**config.mk**
```make
export PLATFORM = sky130hd
export DESIGN_NAME = fetch_stage
export DESIGN_NICKNAME = d
export VERILOG_FILES = /design/src/rtl/params_pkg.sv /design/src/rtl/fetch_ibuf.sv /design/src/rtl/fetch_stage.sv
export SDC_FILE = /design/constraint.sdc
export NUM_CORES = 1
export LEC_CHECK = 0
export CORE_MARGIN = 2
export CORE_UTILIZATION = 42
export CTS_BUF_LIST = sky130_fd_sc_hd__clkbuf_2 sky130_fd_sc_hd__clkbuf_4 sky130_fd_sc_hd__clkbuf_8
export DETAILED_ROUTE_END_ITERATION = 16
export PLACE_DENSITY = 0.73
export SLEW_MARGIN = 0
export SYNTH_ARGS = -nofsm -noshare
export SYNTH_HDL_FRONTEND = slang
export SYNTH_SLANG_ARGS = --single-unit
```
**constraint.sdc**
```tcl
create_clock -name clk_i -period 1.8 [get_ports clk_i]
set_input_delay 0.45 -clock clk_i [delete_from_list [all_inputs] [get_ports clk_i]]
set_output_delay 0.45 -clock clk_i [all_outputs]
set_load 0.02 [all_outputs]
```
**src/rtl/params_pkg.sv**
```systemverilog
// Shared types and default widths for the fetch stage.
package params_pkg;

  localparam int unsigned ADDR_W         = 32;
  localparam int unsigned INSTR_W        = 32;
  localparam int unsigned IBUF_DEPTH_DEF = 2;
  localparam logic [ADDR_W-1:0] RESET_PC_DEF = 32'h0000_1000;

  typedef enum logic [1:0] {
    IDLE      = 2'd0,
    WAIT_RESP = 2'd1,
    DRAIN     = 2'd2
  } fetch_state_t;

  typedef struct packed {
    logic [INSTR_W-1:0] instr;
    logic [ADDR_W-1:0]  pc;
  } ibuf_entry_t;

endpackage

```
**src/rtl/fetch_ibuf.sv**
```systemverilog
// Instruction buffer: small synchronous FIFO with flush and occupancy count.
module fetch_ibuf
  import params_pkg::*;
#(
  parameter int unsigned DEPTH = IBUF_DEPTH_DEF,
  parameter type entry_t = ibuf_entry_t
) (
  input  logic                   clk_i,
  input  logic                   rst_ni,
  input  logic                   flush_i,
  input  logic                   push_i,
  input  entry_t                 push_data_i,
  input  logic                   pop_i,
  output entry_t                 head_o,
  output logic [$clog2(DEPTH):0] count_o
);

  localparam int unsigned PTR_W = $clog2(DEPTH);
  localparam int unsigned CNT_W = PTR_W + 1;

  entry_t           mem_q [DEPTH];
  logic [PTR_W-1:0] wr_ptr_q;
  logic [PTR_W-1:0] rd_ptr_q;
  logic [CNT_W-1:0] count_q;
  logic             do_push;
  logic             do_pop;

  assign do_pop  = pop_i && (count_q != '0);
  assign do_push = push_i && ((count_q != CNT_W'(DEPTH)) || do_pop);
  assign head_o  = mem_q[rd_ptr_q];
  assign count_o = count_q;

  // Pointer and occupancy tracking; flush empties the buffer.
  always_ff @(posedge clk_i or negedge rst_ni) begin
    if (!rst_ni) begin
      wr_ptr_q <= '0;
      rd_ptr_q <= '0;
      count_q  <= '0;
    end else if (flush_i) begin
      wr_ptr_q <= '0;
      rd_ptr_q <= '0;
      count_q  <= '0;
    end else begin
      if (do_push) wr_ptr_q <= wr_ptr_q + PTR_W'(1);
      if (do_pop)  rd_ptr_q <= rd_ptr_q + PTR_W'(1);
      case ({do_push, do_pop})
        2'b10:   count_q <= count_q + CNT_W'(1);
        2'b01:   count_q <= count_q - CNT_W'(1);
        default: count_q <= count_q;
      endcase
    end
  end

  // Entry storage; cleared on reset so the head reads zero out of reset.
  always_ff @(posedge clk_i or negedge rst_ni) begin
    if (!rst_ni) begin
      for (int unsigned i = 0; i < DEPTH; i++) mem_q[i] <= '0;
    end else if (do_push && !flush_i) begin
      mem_q[wr_ptr_q] <= push_data_i;
    end
  end

endmodule

```
**src/rtl/fetch_stage.sv**
```systemverilog
// Instruction fetch stage: single-outstanding memory requester feeding decode
// through a small buffer, with redirect/flush handling.
// Optional FETCH_STATS_EN adds saturating fetch/stall/flush counters.
module fetch_stage
  import params_pkg::*;
#(
  parameter int unsigned             ADDR_WIDTH  = ADDR_W,
  parameter int unsigned             INSTR_WIDTH = INSTR_W,
  parameter logic [ADDR_WIDTH-1:0]   RESET_PC    = ADDR_WIDTH'(RESET_PC_DEF),
  parameter int unsigned             IBUF_DEPTH  = IBUF_DEPTH_DEF
) (
  input  logic                   clk_i,
  input  logic                   rst_ni,
  input  logic                   stall_fetch_i,
  input  logic                   redirect_i,
  input  logic [ADDR_WIDTH-1:0]  redirect_pc_i,
  output logic                   imem_req_o,
  output logic [ADDR_WIDTH-1:0]  imem_addr_o,
  input  logic                   imem_gnt_i,
  input  logic                   imem_rvalid_i,
  input  logic [INSTR_WIDTH-1:0] imem_rdata_i,
  output logic                   dec_valid_o,
  output logic [INSTR_WIDTH-1:0] dec_instr_o,
  output logic [ADDR_WIDTH-1:0]  dec_pc_o
`ifdef FETCH_STATS_EN
  ,
  output logic [31:0]            stat_fetched_o,
  output logic [31:0]            stat_stall_cycles_o,
  output logic [31:0]            stat_flushes_o
`endif
);

  localparam int unsigned CNT_W = $clog2(IBUF_DEPTH) + 1;

  fetch_state_t          state_q, state_d;
  logic [ADDR_WIDTH-1:0] pc_q, pc_d;
  logic [ADDR_WIDTH-1:0] req_pc_q, req_pc_d;
  logic [CNT_W-1:0]      ibuf_count;
  logic                  slot_free;
  logic                  grant;
  logic                  push;
  logic                  pop;
  logic                  flush;
  ibuf_entry_t           push_entry;
  ibuf_entry_t           head;

  assign slot_free   = ibuf_count < CNT_W'(IBUF_DEPTH);
  assign imem_req_o  = rst_ni && (state_q == IDLE) && slot_free && !redirect_i;
  assign imem_addr_o = pc_q;
  assign grant       = imem_req_o && imem_gnt_i;
  assign dec_valid_o = (ibuf_count != '0) && !redirect_i;
  assign pop         = dec_valid_o && !stall_fetch_i;
  assign dec_instr_o = INSTR_WIDTH'(head.instr);
  assign dec_pc_o    = ADDR_WIDTH'(head.pc);
  assign push_entry  = '{instr: INSTR_W'(imem_rdata_i), pc: ADDR_W'(req_pc_q)};

  // State, fetch PC and in-flight request PC registers.
  always_ff @(posedge clk_i or negedge rst_ni) begin
    if (!rst_ni) begin
      state_q  <= IDLE;
      pc_q     <= RESET_PC;
      req_pc_q <= '0;
    end else begin
      state_q  <= state_d;
      pc_q     <= pc_d;
      req_pc_q <= req_pc_d;
    end
  end

  // Next-state: redirect wins; an orphaned in-flight response is drained.
  always_comb begin
    state_d  = state_q;
    pc_d     = pc_q;
    req_pc_d = req_pc_q;
    push     = 1'b0;
    flush    = 1'b0;
    if (redirect_i) begin
      flush = 1'b1;
      pc_d  = {redirect_pc_i[ADDR_WIDTH-1:2], 2'b00};
      case (state_q)
        IDLE:      state_d = grant ? DRAIN : IDLE;
        WAIT_RESP: state_d = imem_rvalid_i ? IDLE : DRAIN;
        DRAIN:     state_d = imem_rvalid_i ? IDLE : DRAIN;
        default:   state_d = IDLE;
      endcase
    end else begin
      case (state_q)
        IDLE: begin
          if (grant) begin
            state_d  = WAIT_RESP;
            req_pc_d = pc_q;
            pc_d     = pc_q + ADDR_WIDTH'(4);
          end
        end
        WAIT_RESP: begin
          if (imem_rvalid_i) begin
            push    = 1'b1;
            state_d = IDLE;
          end
        end
        DRAIN: begin
          if (imem_rvalid_i) state_d = IDLE;
        end
        default: state_d = IDLE;
      endcase
    end
  end

  fetch_ibuf #(
    .DEPTH   (IBUF_DEPTH),
    .entry_t (ibuf_entry_t)
  ) u_ibuf (
    .clk_i       (clk_i),
    .rst_ni      (rst_ni),
    .flush_i     (flush),
    .push_i      (push),
    .push_data_i (push_entry),
    .pop_i       (pop),
    .head_o      (head),
    .count_o     (ibuf_count)
  );

`ifdef FETCH_STATS_EN
  logic [31:0] fetched_q;
  logic [31:0] stall_cycles_q;
  logic [31:0] flushes_q;

  // Saturating event counters.
  always_ff @(posedge clk_i or negedge rst_ni) begin
    if (!rst_ni) begin
      fetched_q      <= '0;
      stall_cycles_q <= '0;
      flushes_q      <= '0;
    end else begin
      if (push && (fetched_q != '1))                             fetched_q      <= fetched_q + 32'd1;
      if (dec_valid_o && stall_fetch_i && (stall_cycles_q != '1)) stall_cycles_q <= stall_cycles_q + 32'd1;
      if (redirect_i && (flushes_q != '1))                       flushes_q      <= flushes_q + 32'd1;
    end
  end

  assign stat_fetched_o      = fetched_q;
  assign stat_stall_cycles_o = stall_cycles_q;
  assign stat_flushes_o      = flushes_q;
`endif

endmodule

```
==> impl_metrics.json, run 1 <==
{
  "outcome": "complete, but fails checks",
  "violations": "setup timing",
  "routabilityCongestion": 0.829,
  "port_buffers": 161,
  "worst_hold_slack_ps": 508,
  "min_from": "u_ibuf.mem_q[14]",
  "insertion_delay_ps": 480,
  "place_area_mm2": 0.0112,
  "topRoutingLayerUsed": "met4",
  "synth_area_leader_cell": "dfrtp_1",
  "worst_path_largest_cell_delay_ps": 530,
  "p_per_area_mw_per_mm2": 978,
  "crit_required_ps": 1350,
  "seq_power_share_pct": 43.0,
  "cts_sinks": 190,
  "path_delay_family": "flip-flops",
  "hold_viol": 0,
  "drv_slew": 0,
  "grt_max_degree": 95,
  "cp-start-kind": "register",
  "ios": 168,
  "synth_ff_type": "dfrtp_1",
  "fmaxAchievable_mhz": 454,
  "syn-cell-area_mm2": 0.00868,
  "async_reset_ff_share_pct": 100,
  "wl_um": 25400,
  "layout_setup_ws_ps": -402,
  "cp_max_fo": 15,
  "avgSynthCellArea_um2": 12.1,
  "arrival_ps": 1750,
  "rsz0062_at_grt": "true",
  "met1Wirelength_um": 11100,
  "intPower_uw": 8820,
  "cap_violations": 0,
  "worstSetupPathDepth": 4,
  "seq_area_frac_synth_pct": 54.8,
  "vias": 6914,
  "initial_core_util_pct": 42.9,
  "avgRoutedWirePerCell_um": 19.7,
  "synth_area_leaders": "dfrtp_1 55%, mux2_2 24%, nand2_1 5.1%",
  "nNetsFinal": 1077,
  "worstMarginPinSlew_ps": 517,
  "cts_tree": "yes",
  "power_frac_comb_pct": 35.9,
  "drt_first_pass_iters": 5,
  "hpwl_um": 14700,
  "pwr-share-clk_pct": 21.1,
  "fillCellCount": 1486,
  "crit_start": "u_ibuf.rd_ptr_q",
  "rr_startpoint": "state_q[1]",
  "period_share_pct": 122,
  "total_power_uw": 13000,
  "diodes": 0,
  "post_drt_via_cell_ratio": 5.38,
  "setup_viol": 247,
  "gr-total-overflow": 0,
  "fp.coreArea_mm2": 0.0202,
  "wl_met2_um": 12200,
  "final_antenna_net_count": 0,
  "place_ws_ps": -538,
  "cpMostUsedCell": "buf_12",
  "endpoint": "dec_pc_o[22]",
  "synthToLayoutAreaGrowth_pct": 53.4,
  "synth_top_area_share_pct": 54.5,
  "synth-seq-cells": 190,
  "reg2reg_depth": 12,
  "drive_above_1_share_pct": 54.9,
  "clk_path_buf_depth": 2,
  "crit_chain": "buf_12 > buf_12 > mux2_4 > buf_6",
  "drc": 0,
  "yosysUniqueCellTypes": 51,
  "grt_pass1_wl_um": 38100,
  "crit_path_end_kind": "output pin",
  "ff2ff_setup_slack_ps": -290,
  "synth_edf_count": 0,
  "clk_pin_slew_ps": 110,
  "std_cell_rows": 52,
  "met3WireLength_um": 1530,
  "peakVddDrop_v": 0.000488,
  "track_usage_pct": 22.5,
  "reg2reg_to": "u_ibuf.mem_q[12]",
  "criticalPathCategory": "reg -> out",
  "grt_pass1_vias": 6993,
  "finalInstanceArea_mm2": 0.0133,
  "slew-limit-headroom_pct": 65.5,
  "setup_tns_ps": -46090,
  "die_x_um": 148,
  "fin_crit_ps": 2200,
  "die_area_mm2": 0.0218,
  "numCtsBuffers": 17,
  "cts-root-buf": "clkbuf_8",
  "cp_slowest_cell": "dfrtp_4",
  "antenna_found_initial": 0,
  "min_path_type": "reg -> reg",
  "die_h_um": 148,
  "power_switching_uw": 4200,
  "skew_ps": 16.7,
  "swShare_pct": 32.3,
  "synthCells": 717,
  "crit_buf_inv": 3,
  "yosysWarnings": 0,
  "drtIter0Drc": 382,
  "p_leak_uw": 0.00632,
  "h-tree-depth": 4
}
[cells by family after synthesis]
kind of cell               Yosys count  share of synthesized area [%]
other                                1                         0.0432
adders and majority gates            4                          0.577
xor gates and xnor gates             5                          0.505
AOI/OAI and AO/OA                   67                           5.08
buffers and inverters               54                           2.87
muxes                              192                           24.8
and+or+nand+nor                    204                           11.3
DFF                                190                           54.8
[sequential cells by signal (all words and copies together) (netlist names)]
signal           count
imem_addr_o         30
req_pc_q            30
state_q              2
u_ibuf.count_o       2
u_ibuf.mem_q       124
u_ibuf.rd_ptr_q      1
u_ibuf.wr_ptr_q      1
[stage by stage]
stage	instances	util, %
2_1_floorplan	720	-
3_3_place_gp	1191	55.4
3_5_place_dp	1191	55.4
4_1_cts	1277	63.1
5_1_grt	1286	65.8
6_report	1286	65.8
[placed cells by master (no fill, tap or decap), drive strengths merged, types with 5 or more instances in the layout]
master / count
a21oi: 8
a221o: 5
a31oi: 7
buf: 212
clkbuf: 34
clkdlybuf4s15: 5
clkdlybuf4s50: 65
dfrtp: 189
dlygate4sd2: 10
inv: 13
mux2: 187
mux2i: 5
nand2: 118
nand2b: 6
nand3: 13
nand4: 17
nor2: 21
nor3: 6
nor4: 5
o211ai: 7
o21ai: 23
o311ai: 7
[per-layer routing]
layer | global-route usage (%) | vias up
met1 | 31.7 | 3481
li1 | - | 3108
met2 | 35.2 | 279
met3 | 4.26 | 46
met5 | 0 | -
met4 | 7.31 | 0
[worst min path at each step]
stage / endpoint / slack, ps / cells past startpoint
6_report: u_ibuf.mem_q[14] / 510 / 1
2_1_floorplan: imem_addr_o[10] / 150 / 0
3_5_place_dp: u_ibuf.mem_q[90] / 480 / 1
4_1_cts: u_ibuf.rd_ptr_q / 480 / 4
3_3_place_gp: u_ibuf.mem_q[90] / 470 / 1
5_1_grt: u_ibuf.mem_q[46] / 520 / 1
[synthesized netlist by cell type (5+ instances only)]
cell,instances
buf_2,18
nand3_1,13
buf_4,6
nand4_1,15
a31oi_1,7
inv_1,8
clkbuf_1,17
nand2_1,117
o211ai_1,7
nand2b_1,6
o21ai_0,22
o311ai_0,7
a221o_1,5
dfrtp_1,189
nor3_1,6
a21oi_1,8
nor2_1,21
mux2i_1,5
mux2_2,186
[power by group through the flow]
stage / sequential [uW] / clock, uW / combinational [uW]
5_1_grt: 5700 / 2980 / 4930
2_1_floorplan: 5540 / 0 / 2020
3_3_place_gp: 5560 / 0 / 3820
6_report: 5600 / 2750 / 4670
3_5_place_dp: 5600 / 0 / 3860
4_1_cts: 5530 / 2810 / 4380
[cell type report]
type	count	area (um^2)	share of cell area [%]
Multi-Input combinational cell	477	4400	33.1
Inverter	8	30.0	0.226
Timing Repair Buffer	309	3390	25.5
Sequential cell	190	4780	35.9
Clock buffer	18	241	1.81
Clock inverter	14	134	1.01
Tap cell	270	338	2.54
[timing repair]
action / in CTS / in global routing
cloned: 16 / 3
hold buffers: 1 / 0
buffers inserted: 38 / 25
hold endpoints to repair: 19 / 0
setup endpoints to repair: 236 / 270
gates resized for setup: 568 / 202
pin swaps: 13 / 74
Power figures use the tool's default switching activity.
==> run 2: changes to the inputs <==
CAP_MARGIN = 20   (was default)
==> results of run 2 <==
The final DEF is identical to that of run 1; final timing and power are the same.
